### config.mk
export PLATFORM = sky130hd
export DESIGN_NAME = muldiv_unit
export DESIGN_NICKNAME = d
export VERILOG_FILES = /design/src/rtl/muldiv_unit.sv
export SDC_FILE = /design/constraint.sdc
export NUM_CORES = 1
export LEC_CHECK = 0
export CAP_MARGIN = 10
export CORE_ASPECT_RATIO = 2
export CORE_UTILIZATION = 40
export DETAILED_ROUTE_END_ITERATION = 7
export DONT_BUFFER_PORTS = 1
export SETUP_SLACK_MARGIN = 0.02
export SYNTH_ARGS = -nofsm -noshare
export SYNTH_HDL_FRONTEND = slang
export SYNTH_SLANG_ARGS = --single-unit
### constraint.sdc
create_clock -name clk -period 15.2 [get_ports clk]
set_input_delay 0.76 -clock clk [delete_from_list [all_inputs] [get_ports clk]]
set_output_delay 0.76 -clock clk [all_outputs]
set_load 0.03 [all_outputs]
### src/rtl/muldiv_unit.sv
// Iterative RV32M-style multiply/divide unit.
// Shift-add multiply and restoring divide, one bit per clock.
module muldiv_unit #(
  parameter int XLEN = 32
) (
  input  logic            clk,
  input  logic            rst,
  input  logic            Start,
  input  logic [2:0]      MDOp,
  input  logic [XLEN-1:0] A,
  input  logic [XLEN-1:0] B,
  output logic            Busy,
  output logic            Done,
  output logic [XLEN-1:0] MDRes
);

  localparam int CW = $clog2(XLEN);
  localparam logic [CW-1:0] LAST = CW'(XLEN - 1);
  localparam logic [XLEN-1:0] MIN_NEG = {1'b1, {(XLEN-1){1'b0}}};

  typedef enum logic [1:0] {
    IDLE,
    CALC,
    FIN
  } state_t;

  state_t state, state_n;

  logic [CW-1:0]     cnt;
  logic [2:0]        op;
  logic              neg;
  logic [XLEN-1:0]   opb;
  logic [2*XLEN-1:0] acc;

  logic              a_neg, b_neg, div0, ovf, special, in_neg;
  logic [XLEN-1:0]   a_mag, b_mag, spec_res;

  logic [XLEN:0]     msum, dsh, ddiff;
  logic [2*XLEN-1:0] acc_n, prod_s;
  logic [XLEN-1:0]   div_sel, fin_res;

  // Operand preparation for the request presented in IDLE
  always_comb begin
    a_neg = 1'b0;
    b_neg = 1'b0;
    unique case (MDOp)
      3'b001, 3'b100, 3'b110: begin
        a_neg = A[XLEN-1];
        b_neg = B[XLEN-1];
      end
      3'b010: a_neg = A[XLEN-1];
      default: ;
    endcase
    a_mag   = a_neg ? -A : A;
    b_mag   = b_neg ? -B : B;
    in_neg  = (MDOp == 3'b110) ? a_neg : (a_neg ^ b_neg);
    div0    = MDOp[2] && (B == '0);
    ovf     = MDOp[2] && !MDOp[0] && (A == MIN_NEG) && (B == '1);
    special = div0 || ovf;
    if (div0)
      spec_res = MDOp[1] ? A : '1;
    else
      spec_res = MDOp[1] ? '0 : A;
  end

  // One multiply or divide step on acc = {hi, lo}
  always_comb begin
    msum  = {1'b0, acc[2*XLEN-1:XLEN]} + {1'b0, (acc[0] ? opb : '0)};
    dsh   = {acc[2*XLEN-1:XLEN], acc[XLEN-1]};
    ddiff = dsh - {1'b0, opb};
    if (op[2]) begin
      if (ddiff[XLEN])
        acc_n = {dsh[XLEN-1:0], acc[XLEN-2:0], 1'b0};
      else
        acc_n = {ddiff[XLEN-1:0], acc[XLEN-2:0], 1'b1};
    end else begin
      acc_n = {msum, acc[XLEN-1:1]};
    end
    prod_s  = neg ? -acc_n : acc_n;
    div_sel = op[1] ? acc_n[2*XLEN-1:XLEN] : acc_n[XLEN-1:0];
    if (op[2])
      fin_res = neg ? -div_sel : div_sel;
    else if (op[1:0] == 2'b00)
      fin_res = prod_s[XLEN-1:0];
    else
      fin_res = prod_s[2*XLEN-1:XLEN];
  end

  always_ff @(posedge clk or posedge rst) begin
    if (rst) state <= IDLE;
    else     state <= state_n;
  end

  always_comb begin
    state_n = state;
    Busy    = 1'b0;
    Done    = 1'b0;
    unique case (state)
      IDLE: if (Start) state_n = special ? FIN : CALC;
      CALC: begin
        Busy = 1'b1;
        if (cnt == LAST) state_n = FIN;
      end
      FIN: begin
        Done    = 1'b1;
        state_n = IDLE;
      end
      default: state_n = IDLE;
    endcase
  end

  always_ff @(posedge clk or posedge rst) begin
    if (rst) begin
      cnt   <= '0;
      op    <= '0;
      neg   <= 1'b0;
      opb   <= '0;
      acc   <= '0;
      MDRes <= '0;
    end else if (state == IDLE && Start) begin
      cnt <= '0;
      op  <= MDOp;
      neg <= in_neg;
      opb <= b_mag;
      acc <= {{XLEN{1'b0}}, a_mag};
      if (special) MDRes <= spec_res;
    end else if (state == CALC) begin
      cnt <= cnt + 1'b1;
      acc <= acc_n;
      if (cnt == LAST) MDRes <= fin_res;
    end
  end

endmodule
After elaboration in Yosys (flattened, before gate mapping)
Index checks and enable logic that the tools add are counted.
- bits in registers: 139
- word-level logic and storage cells: 73
- $add $sub $neg: 7
- eq/ne operators: 12
- mux-type cells: 30
- bitwise logic cells: 1
- reduce and logical (&&, ||, !) cells: 16
- operators by type and width (cell ; count):
    $mux W32 ; 14
    $mux W64 ; 5
    $neg A32 Y32 ; 3
    $eq A32 B32 Y1 const B ; 2
    $neg A64 Y64 ; 1
    $add A32 B32 Y33 ; 1
    $sub A33 B32 Y33 ; 1
    $logic_not A32 Y1 ; 1
    $mux W5 ; 2
    $eq A3 B3 Y1 const B ; 2
    $mux W2 ; 3
    $ne A2 B2 Y1 const B ; 3
    $add A5 B1 Y5 const B ; 1
    $eq A5 B5 Y1 const B ; 1
    $logic_and A1 B1 Y1 ; 5
    $mux W1 ; 5
    $logic_not A2 Y1 ; 2
    $pmux W2 S2 ; 1
    $reduce_bool A2 Y1 ; 2
    $reduce_or A4 Y1 ; 1
    $eq A3 B1 Y1 const B ; 1
    $eq A3 B2 Y1 const B ; 1
    $reduce_and A3 Y1 ; 1
    $reduce_or A3 Y1 ; 1
    other kinds (6) ; 6

Longest topological paths before layout
Gate-level depths: netlist (run 1).
- depth after elaboration: 10
- gate-level depth with buffers: 26
- gate-level depth less buffers: 22

Least setup slack after synthesis (run 1)
OpenSTA, ideal clock, no wires.
- path type: reg2reg
- start: register acc[31]
- end: register MDRes[30]
- data arrival time: 5696 ps
- path slack: 9378 ps
- cell stages (with the launch flop): 25
- path buffers: 3
- clock period less this slack: 5822 ps
- cells stage by stage: dfrtp_1 > inv_1 > ha_1 > fa_1 > nor2b_1 > o31ai_4 > a211oi_4 > o211a_1 > a211oi_4 > buf_6 > buf_6 > mux2i_1 > ha_1 > o211ai_1 > or4_1 > clkbuf_1 > nor2_1 > nand3_1 > nand2b_1 > or3_1 > or4_4 > o41ai_2 > xnor2_1 > a221oi_2 > a221o_1
- longest elaborated chain between the ends: 10
- elaborated cells on any way between the ends: 13
- ends and longest elaborated chain (element ; RTL line ; text):
    from (decl) ; 33 ; logic [2*XLEN-1:0] acc;
    from (signal assigned) ; 125 ; acc <= {{XLEN{1'b0}}, a_mag};
    from (signal assigned) ; 129 ; acc <= acc_n;
    $sub A33 B32 Y33 ; 70 ; ddiff = dsh - {1'b0, opb};
    $mux W64 ; 72 ; if (ddiff[XLEN])
    $mux W64 (*) ; 71 ; if (op[2]) begin
    $neg A64 Y64 / $mux W32 (equally long branches) ; 79, 80 ;
    $mux W64 / $neg A32 Y32 (equally long branches) ; 79, 82 ;
    $mux W32 (on tied branches) ; 83, 82 ;
    $mux W32 (*) ; 81 ; if (op[2])
    $mux W32 (*) ; 130 ; if (cnt == LAST) MDRes <= fin_res;
    $mux W32 (*) ; 127 ; end else if (state == CALC) begin
    $mux W32 (*) ; 120 ; end else if (state == IDLE && Start) begin
    to (signal assigned) ; 126 ; if (special) MDRes <= spec_res;
    to (signal assigned) ; 130 ;
    to (decl) ; 14 ; output logic [XLEN-1:0] MDRes
Mark *: on every way between the ends. The rest lies on a longest branch, timed or not. The select of a mux whose other input is x is not followed.
A chain may end at the register's enable or synchronous reset.

Worst setup path after layout (run 1)
Same ends and word-level chain as after synthesis.

==> insert_results.sql, run 1 <==
INSERT INTO impl_metrics (metric_group, metric, value, unit) VALUES
('clocking', 'cts_tree', 'yes', ''),
('yosys', 'synth_top_flop_cell', 'sky130_fd_sc_hd__dfrtp_1', ''),
('global_routing', 'grt_max_degree', '85', ''),
('floorplanning', 'die_width', '146', 'µm'),
('floorplanning', 'pin_count', '104', ''),
('yosys', 'syn_warnings', '0', ''),
('yosys', 'synth-edff-count', '0', ''),
('yosys', 'synth_area', '16600', 'µm²'),
('setup_path', 'critical_path.startpoint_type', 'flop', ''),
('clocking', 'post_cts_resized', '0', ''),
('timing', 'clock_skew', '0.0215', 'ns'),
('setup_path', 'path_class', 'reg -> reg', ''),
('timing', 'finalCritPeriodShare', '45.4', '%'),
('clocking', 'clock_sink_count', '139', ''),
('yosys', 'syn_inst', '2233', ''),
('floorplanning', 'die_area', '42300', 'µm²'),
('clocking', 'cts_buffer_depth', '2', ''),
('timing', 'report.final.slew_viol_count', '0', ''),
('route', 'route.vias.total', '17600', ''),
('layout', 'area_delta_synth_final', '5.83', '%'),
('layout', 'finish.net_count', '2296', ''),
('global_routing', 'globalRoute.totalOverflow', '0', ''),
('global_routing', 'groute.usage.overall', '35.6', '%'),
('clocking', 'cts_root_buf', 'sky130_fd_sc_hd__clkbuf_16', ''),
('route', 'detail_route.wl_per_cell', '28.0', 'µm'),
('setup_path', 'critical_path_arrival', '7.26', 'ns'),
('route', 'avgViaCountPerCell', '6.52', ''),
('timing', 'post-route-min-period', '6.90', 'ns'),
('clocking', 'cts_setup_buffers', '0', ''),
('floorplanning', 'rows', '105', ''),
('setup_path', 'cp_max_fo', '36', ''),
('clocking', 'cts_hold_buf', '0', ''),
('setup_path', 'cp_data_required_time', '15.56', 'ns'),
('clocking', 'htreeDepth', '4', ''),
('clocking', 'cts_buffers', '17', ''),
('timing', 'max_slew_margin', '22.4', '%'),
('clocking', 'worst_skew_pair.late_latency', '0.48', 'ns'),
('yosys', 'synth.ff_latch_count', '139', ''),
('layout', 'final_layout_size_suffix_gt1_share', '6.74', '%'),
('yosys', 'synth_fp_nets', '2376', ''),
('global_routing', 'vias_in_the_first_global_route', '17500', ''),
('route', 'detailedRoute.firstPassIterationCount', '5', ''),
('clocking', 'clkTransAtPathRegs', '0.07', 'ns'),
('timing', 'fmax', '145', 'MHz'),
('timing', 'report.final.setup_viol', '0', ''),
('layout', 'layout.cells.most_common', 'sky130_fd_sc_hd__nand2_1', ''),
('place', 'finalWeightedCongestion', '0.993', ''),
('timing', 'timing_worst_slew_pin_value', '1.15', 'ns'),
('yosys', 'ys_types', '104', ''),
('yosys', 'synth-async-reset-ratio', '100', '%'),
('floorplanning', 'die-height', '290', 'µm'),
('route', 'ant_nets', '0', ''),
('yosys', 'yosysSeqAreaShare', '21.0', '%'),
('setup_path', 'worstSetupEndpointType', 'flop', ''),
('place', 'hpwlAfterDp', '59.0', 'mm'),
('floorplanning', 'start_util', '40.4', '%'),
('yosys', 'syn_area_cell', '7.42', 'µm²'),
('timing', 'grt_setup_unrepaired', 'no', ''),
('global_routing', 'antenna_found_initial', '1', ''),
('min_path', 'min_path_type', 'in -> async', ''),
('global_routing', 'grt_pass1_wl', '111', 'mm'),
('layout', 'insertedDiodeCount', '0', ''),
('route', 'drt_iter0_drc', '1227', ''),
('run_status', 'run_status', 'completed', ''),
('timing', 'fin_setup_tns', '0', 'ns'),
('route', 'remaining_routing_drc_violations', '0', ''),
('route', 'finalWirelength', '75.6', 'mm'),
('layout', 'post_route_core_utilization', '42.8', '%'),
('flow_run', 'cap_violations', '0', ''),
('place', 'number_of_port_buffers', '0', ''),
('floorplanning', 'coreArea', '41000', 'µm²'),
('layout', 'layout.cells.most_common_list', 'sky130_fd_sc_hd__nand2_1 (263), sky130_fd_sc_hd__o21ai_0 (196), sky130_fd_sc_hd__nor2_1 (192)', ''),
('timing', 'final-hold-violation-count', '0', '');
[routing by layer]
metal  track usage (%)  wire (µm)  share of wire [%]
met1              34.4      25400                 34
met2              63.9      38400                 51
met3              4.45       3320                4.4
met4              35.4       8440                 11
met5                 0          0                  0
[per-stage QoR]
| step | setup WS (ns) | cell area (µm²) | instances | hold slack, ns |
|---|---|---|---|---|
| final | 8.30 | 17500 | 2701 | 0.295 |
| after CTS | 8.36 | 17500 | 2701 | 0.331 |
| after global routing | 8.00 | 17500 | 2701 | 0.365 |
| after floorplan | 9.38 | 16600 | 2233 | 0.449 |
| after detailed placement | 8.37 | 17000 | 2669 | 0.497 |
| after global placement | 8.52 | 17000 | 2669 | 0.469 |
[cell type report]
type,instances,area (µm²)
well taps,535,669
multi-input cells,1885,12300
clock buffers,20,457
inverters,75,287
clock inverters,12,116
fillers,4323,23500
flip-flops and latches,139,3480
repair buffers,35,263
[flip-flops by register name, summed over array words and instances (netlist names)]
register  flops
op            3
state         2
opb          32
neg           1
MDRes        32
acc          64
cnt           5
[Yosys cell counts, drive strengths merged, types with 25 or more instances]
library cell  number  share of area [%]
o21ai            203                6.2
and2              42                1.6
inv               73                1.7
o31ai             38                1.8
a211oi            31                1.6
o221ai            29                1.5
dfrtp            139                 21
o21a              30                1.4
o211ai            26                1.2
a31oi             31                1.2
nand4             37                1.4
nor2             193                4.4
nor3              70                2.2
a21oi            176                5.4
xor2              61                3.2
clkbuf            92                2.1
nand2            263                6.0
mux2i             57                3.4
buf               42                1.4
a21o              25                1.1
ha                71                5.4
xnor2             92                4.9
nand3             36                1.1
[cell families after synthesis]
logic type,Yosys count,synth area share (%)
compound gates,767,30.7
simple gates,793,23.1
fa+ha+maj,93,6.81
mux,79,5.03
xor+xnor,153,8.09
flops,139,21.0
buf+inv,209,5.22
[worst paths after layout]
| path | slack (ns) | startpoint | cells after the start | to |
|---|---|---|---|---|
| max in group asynchronous | 13.43 | rst | 2 | MDRes[24] |
| setup / recovery | 8.30 | acc[31] | 22 | MDRes[30] |
| hold reg to reg | 0.51 | opb[29] | 2 | opb[29] |
| hold / removal | 0.29 | rst | 1 | MDRes[8] |
| setup reg to reg | 8.30 | acc[31] | 22 | MDRes[30] |
| min in group clk | 0.40 | MDOp[0] | 2 | op[0] |
[critical path, cell delays in order, from the launching register on]
cell	delay, ns
sky130_fd_sc_hd__dfrtp_1	0.44
sky130_fd_sc_hd__inv_1	0.14
sky130_fd_sc_hd__ha_1	0.24
sky130_fd_sc_hd__fa_1	0.41
sky130_fd_sc_hd__nor2b_1	0.27
sky130_fd_sc_hd__o31ai_4	0.15
sky130_fd_sc_hd__a211oi_4	0.32
sky130_fd_sc_hd__o211a_1	0.29
sky130_fd_sc_hd__a211oi_4	0.06
sky130_fd_sc_hd__buf_4	0.32
sky130_fd_sc_hd__mux2i_1	0.45
sky130_fd_sc_hd__ha_1	0.30
sky130_fd_sc_hd__o211ai_1	0.18
sky130_fd_sc_hd__or4_1	0.67
sky130_fd_sc_hd__nor2_1	0.28
sky130_fd_sc_hd__nand3_1	0.17
sky130_fd_sc_hd__nand2b_1	0.28
sky130_fd_sc_hd__or3_1	0.46
sky130_fd_sc_hd__or4_4	0.52
sky130_fd_sc_hd__o41ai_2	0.26
sky130_fd_sc_hd__xnor2_1	0.18
sky130_fd_sc_hd__a221oi_2	0.10
sky130_fd_sc_hd__a221o_1	0.28
Power of run 1 is not shown: default switching activity piles up to over one toggle a cycle in this logic, so the estimate is an artifact.
==> run 2, diff against run 1 <==
--- a/config.mk
+++ b/config.mk
@@ -5,6 +5,7 @@
 export SDC_FILE = /design/constraint.sdc
 export NUM_CORES = 1
 export LEC_CHECK = 0
+export ABC_AREA = 1
 export CAP_MARGIN = 10
 export CORE_ASPECT_RATIO = 2
 export CORE_UTILIZATION = 40
==> constraint.sdc (replaced) <==
create_clock -name clk -period 7.24 [get_ports clk]
set_input_delay 0.362 -clock clk [delete_from_list [all_inputs] [get_ports clk]]
set_output_delay 0.362 -clock clk [all_outputs]
set_load 0.03 [all_outputs]
==> run 2 against run 1 <==
Compared with the run above: routed wire length increased by 12%; clock skew down 0.0042 ns; critical endpoint is now MDRes[20]; count of clock-buffer cells in the layout is 1 lower; design area rose by 6.9%; sequential share of layout area shrank 1.3 points; area after synthesis up 7.1%; cell count grew 34%; via count grew 18%; synthesized cell count is 39% higher.
==> insert_results.sql, run 2 <==
INSERT INTO impl_metrics (metric_group, metric, value, unit) VALUES
('setup_path', 'cp_common_cell', 'sky130_fd_sc_hd__nand2_1', ''),
('yosys', 'syn_inst', '3108', ''),
('timing', 'grt_setup_unrepaired', 'no', ''),
('yosys', 'synth-edff-count', '0', ''),
('clocking', 'clkTransAtPathRegs', '0.08', 'ns'),
('global_routing', 'globalRoute.totalOverflow', '0', ''),
('yosys', 'syn_warnings', '0', ''),
('flow_run', 'cap_violations', '0', ''),
('yosys', 'synth_top_flop_cell', 'sky130_fd_sc_hd__dfrtp_1', ''),
('setup_path', 'crit_buf_inv', '3', ''),
('setup_path', 'worstSetupStartpoint', 'acc[31]', ''),
('timing', 'post-route-min-period', '5.33', 'ns'),
('floorplanning', 'start_util', '40.7', '%'),
('route', 'finalWirelength', '84.3', 'mm'),
('yosys', 'most_frequent_cell_after_synthesis', 'sky130_fd_sc_hd__nand2_1', ''),
('route', 'ant_nets', '0', ''),
('route', 'detail_route.wl_per_cell', '23.4', 'µm'),
('floorplanning', 'die_width', '151', 'µm'),
('setup_path', 'rrSetupSlack', '1.91', 'ns'),
('setup_path', 'cp_num_cells', '35', ''),
('yosys', 'post_synth_most_frequent_cells', 'sky130_fd_sc_hd__nand2_1 (928), sky130_fd_sc_hd__inv_1 (422), sky130_fd_sc_hd__nor2_1 (305)', ''),
('setup_path', 'worstSetupEndpointType', 'flop', ''),
('floorplanning', 'rows', '108', ''),
('setup_path', 'worst_r2r_path_depth', '35', ''),
('setup_path', 'slowest_stage', 'sky130_fd_sc_hd__fa_1', ''),
('clocking', 'cts_buffers', '17', ''),
('timing', 'fin_setup_tns', '0', 'ns'),
('layout', 'top_register', 'acc', ''),
('clocking', 'htreeDepth', '4', ''),
('layout', 'area_delta_synth_final', '5.60', '%'),
('layout', 'number_of_flip_flops_in_the_largest_register', '64', ''),
('setup_path', 'worst_path_dominant_cell_family', 'simple AND/OR/NAND/NOR gates', ''),
('yosys', 'synth-async-reset-ratio', '100', '%'),
('timing', 'report.final.slew_viol_count', '0', ''),
('timing', 'final-hold-violation-count', '0', ''),
('yosys', 'syn_area_cell', '5.71', 'µm²'),
('yosys', 'yosysSeqAreaShare', '19.6', '%'),
('setup_path', 'rr_startpoint', 'acc[31]', ''),
('layout', 'reg_top3', 'acc x64, MDRes x32, opb x32', ''),
('global_routing', 'grt_pass1_wl', '127', 'mm'),
('clocking', 'clock_sink_count', '139', ''),
('global_routing', 'grt_max_degree', '84', ''),
('timing', 'max_slew_margin', '30.7', '%'),
('yosys', 'synth_top_area_share', '19.6', '%'),
('layout', 'finish.net_count', '3185', ''),
('clocking', 'post_cts_resized', '0', ''),
('min_path', 'min_path_type', 'in -> reg', ''),
('run_status', 'run_status', 'completed', ''),
('route', 'remaining_routing_drc_violations', '0', ''),
('yosys', 'ys_top_cells_by_area', 'sky130_fd_sc_hd__nand2_1 (20%), sky130_fd_sc_hd__dfrtp_1 (20%), sky130_fd_sc_hd__inv_1 (8.9%), sky130_fd_sc_hd__nand3_1 (7.9%), sky130_fd_sc_hd__o21ai_0 (6.8%)', ''),
('layout', 'layout.cells.most_common_list', 'sky130_fd_sc_hd__nand2_1 (927), sky130_fd_sc_hd__inv_1 (420), sky130_fd_sc_hd__nor2_1 (302)', ''),
('layout', 'final_layout_size_suffix_gt1_share', '5.99', '%'),
('place', 'finalWeightedCongestion', '1.03', ''),
('setup_path', 'timing.critical_path.slowest_cell_delay', '0.42', 'ns'),
('global_routing', 'vias_in_the_first_global_route', '20900', ''),
('yosys', 'synth_area', '17800', 'µm²'),
('place', 'number_of_port_buffers', '0', ''),
('timing', 'clock_skew', '0.0173', 'ns'),
('clocking', 'worst_skew_pair.late_latency', '0.48', 'ns'),
('place', 'hpwlAfterDp', '67.4', 'mm'),
('timing', 'report.final.setup_viol', '0', ''),
('layout', 'fillCellCount', '4891', ''),
('yosys', 'ys_types', '59', ''),
('route', 'avgViaCountPerCell', '5.76', ''),
('route', 'detailedRoute.firstPassIterationCount', '8', ''),
('route', 'route.vias.total', '20800', ''),
('setup_path', 'cp_max_fo', '8', ''),
('setup_path', 'path_class', 'reg -> reg', ''),
('yosys', 'synth.ff_latch_count', '139', ''),
('setup_path', 'critical_path.startpoint_type', 'flop', ''),
('clocking', 'cts_buffer_depth', '2', ''),
('floorplanning', 'coreArea', '43600', 'µm²'),
('timing', 'timing_worst_slew_pin_value', '1.04', 'ns'),
('floorplanning', 'die_area', '45300', 'µm²'),
('route', 'drt_iter0_drc', '1702', ''),
('clocking', 'cts_root_buf', 'sky130_fd_sc_hd__clkbuf_16', ''),
('global_routing', 'groute.usage.overall', '38.3', '%'),
('clocking', 'cts_tree', 'yes', ''),
('floorplanning', 'die-height', '300', 'µm'),
('floorplanning', 'pin_count', '104', ''),
('timing', 'finalCritPeriodShare', '73.7', '%'),
('global_routing', 'antenna_found_initial', '4', ''),
('setup_path', 'cp_data_required_time', '7.63', 'ns'),
('yosys', 'synth_fp_nets', '3251', ''),
('timing', 'fmax', '187', 'MHz'),
('setup_path', 'crit_end', 'MDRes[20]', ''),
('yosys', 'synth_top_cell_by_area', 'sky130_fd_sc_hd__nand2_1', ''),
('layout', 'layout.cells.most_common', 'sky130_fd_sc_hd__nand2_1', ''),
('setup_path', 'r2r-end', 'MDRes[20]', ''),
('setup_path', 'critical_path_arrival', '5.73', 'ns');
[run 2: cell types whose count changed in the layout (fill, tap and decap cells not counted), moves of 45 or more]
cell and change:
sky130_fd_sc_hd__inv_1 +349, sky130_fd_sc_hd__mux2i_1 -57, sky130_fd_sc_hd__xnor2_1 -77, sky130_fd_sc_hd__o21ai_0 +45, sky130_fd_sc_hd__nor2_1 +110, sky130_fd_sc_hd__nand2_1 +664, sky130_fd_sc_hd__nand3_1 +243
[run 2: worst register-to-register path, delay by kind of cell, from the launching register on]
kind / cells / cell delay [ns]
AOI/OAI and AO/OA: 2 / 0.32
and+or+nand+nor: 27 / 3.34
adders and majority gates: 3 / 0.87
buffers and inverters: 3 / 0.40
DFF: 1 / 0.32
[run 2: cells by family (layout without fill, tap and decap cells)]
kind of cell,after synthesis,count (layout),synth area share [%]
and+or+nand+nor,1727,1727,42.4
DFF,139,139,19.6
buffers and inverters,541,488,12.0
AOI/OAI and AO/OA,557,557,17.3
xor gates and xnor gates,71,71,3.50
adders and majority gates,73,73,5.23
other,0,1,0
[run 2: worst min-delay path by stage]
stage             from       end  depth (start not counted)
6_report          A[8]    acc[8]                          2
5_1_grt        MDOp[0]     op[0]                          2
4_1_cts           A[8]    acc[8]                          2
3_5_place_dp       rst  MDRes[3]                          1
3_3_place_gp       rst  MDRes[3]                          1
2_1_floorplan    op[0]     op[0]                          2
[run 2: repair_timing]
item                       in CTS  in global routing
hold endpoints to repair       73                  0
buffers inserted                0                  0
setup endpoints to repair       0                  0
hold buffers                    1                  0
[run 2: area by class of cell]
cell class / count / area (µm²) / share of cell area [%]
multi-input cells: 2428 / 12200 / 64.9
repair buffers: 24 / 183 / 0.974
inverters: 432 / 1630 / 8.68
clock inverters: 13 / 170 / 0.908
flip-flops and latches: 139 / 3480 / 18.6
well taps: 550 / 688 / 3.67
clock buffers: 19 / 433 / 2.31
diodes: 1 / 2.50 / 0.0133
[run 2: stage by stage]
step	util, %	instance area (µm²)	hold WS [ns]	worst slack [ns]	instances
2_1_floorplan	-	17800	0.454	3.15	3108
3_3_place_gp	41.5	18100	0.412	2.14	3572
3_5_place_dp	41.5	18100	0.415	2.07	3572
4_1_cts	42.9	18700	0.0508	2.04	3605
5_1_grt	42.9	18700	0.0763	1.54	3605
6_report	43.0	18700	0.0544	1.91	3606
[run 2: per-layer routing]
layer	up-vias	wire, µm	GRT usage (%)
met2	870	42400	67.6
met5	-	13	0
met1	9640	27700	36.3
met3	339	3950	5.01
li1	9931	-	-
met4	2	10300	39.7
Power of run 2 is left out for the same reason.
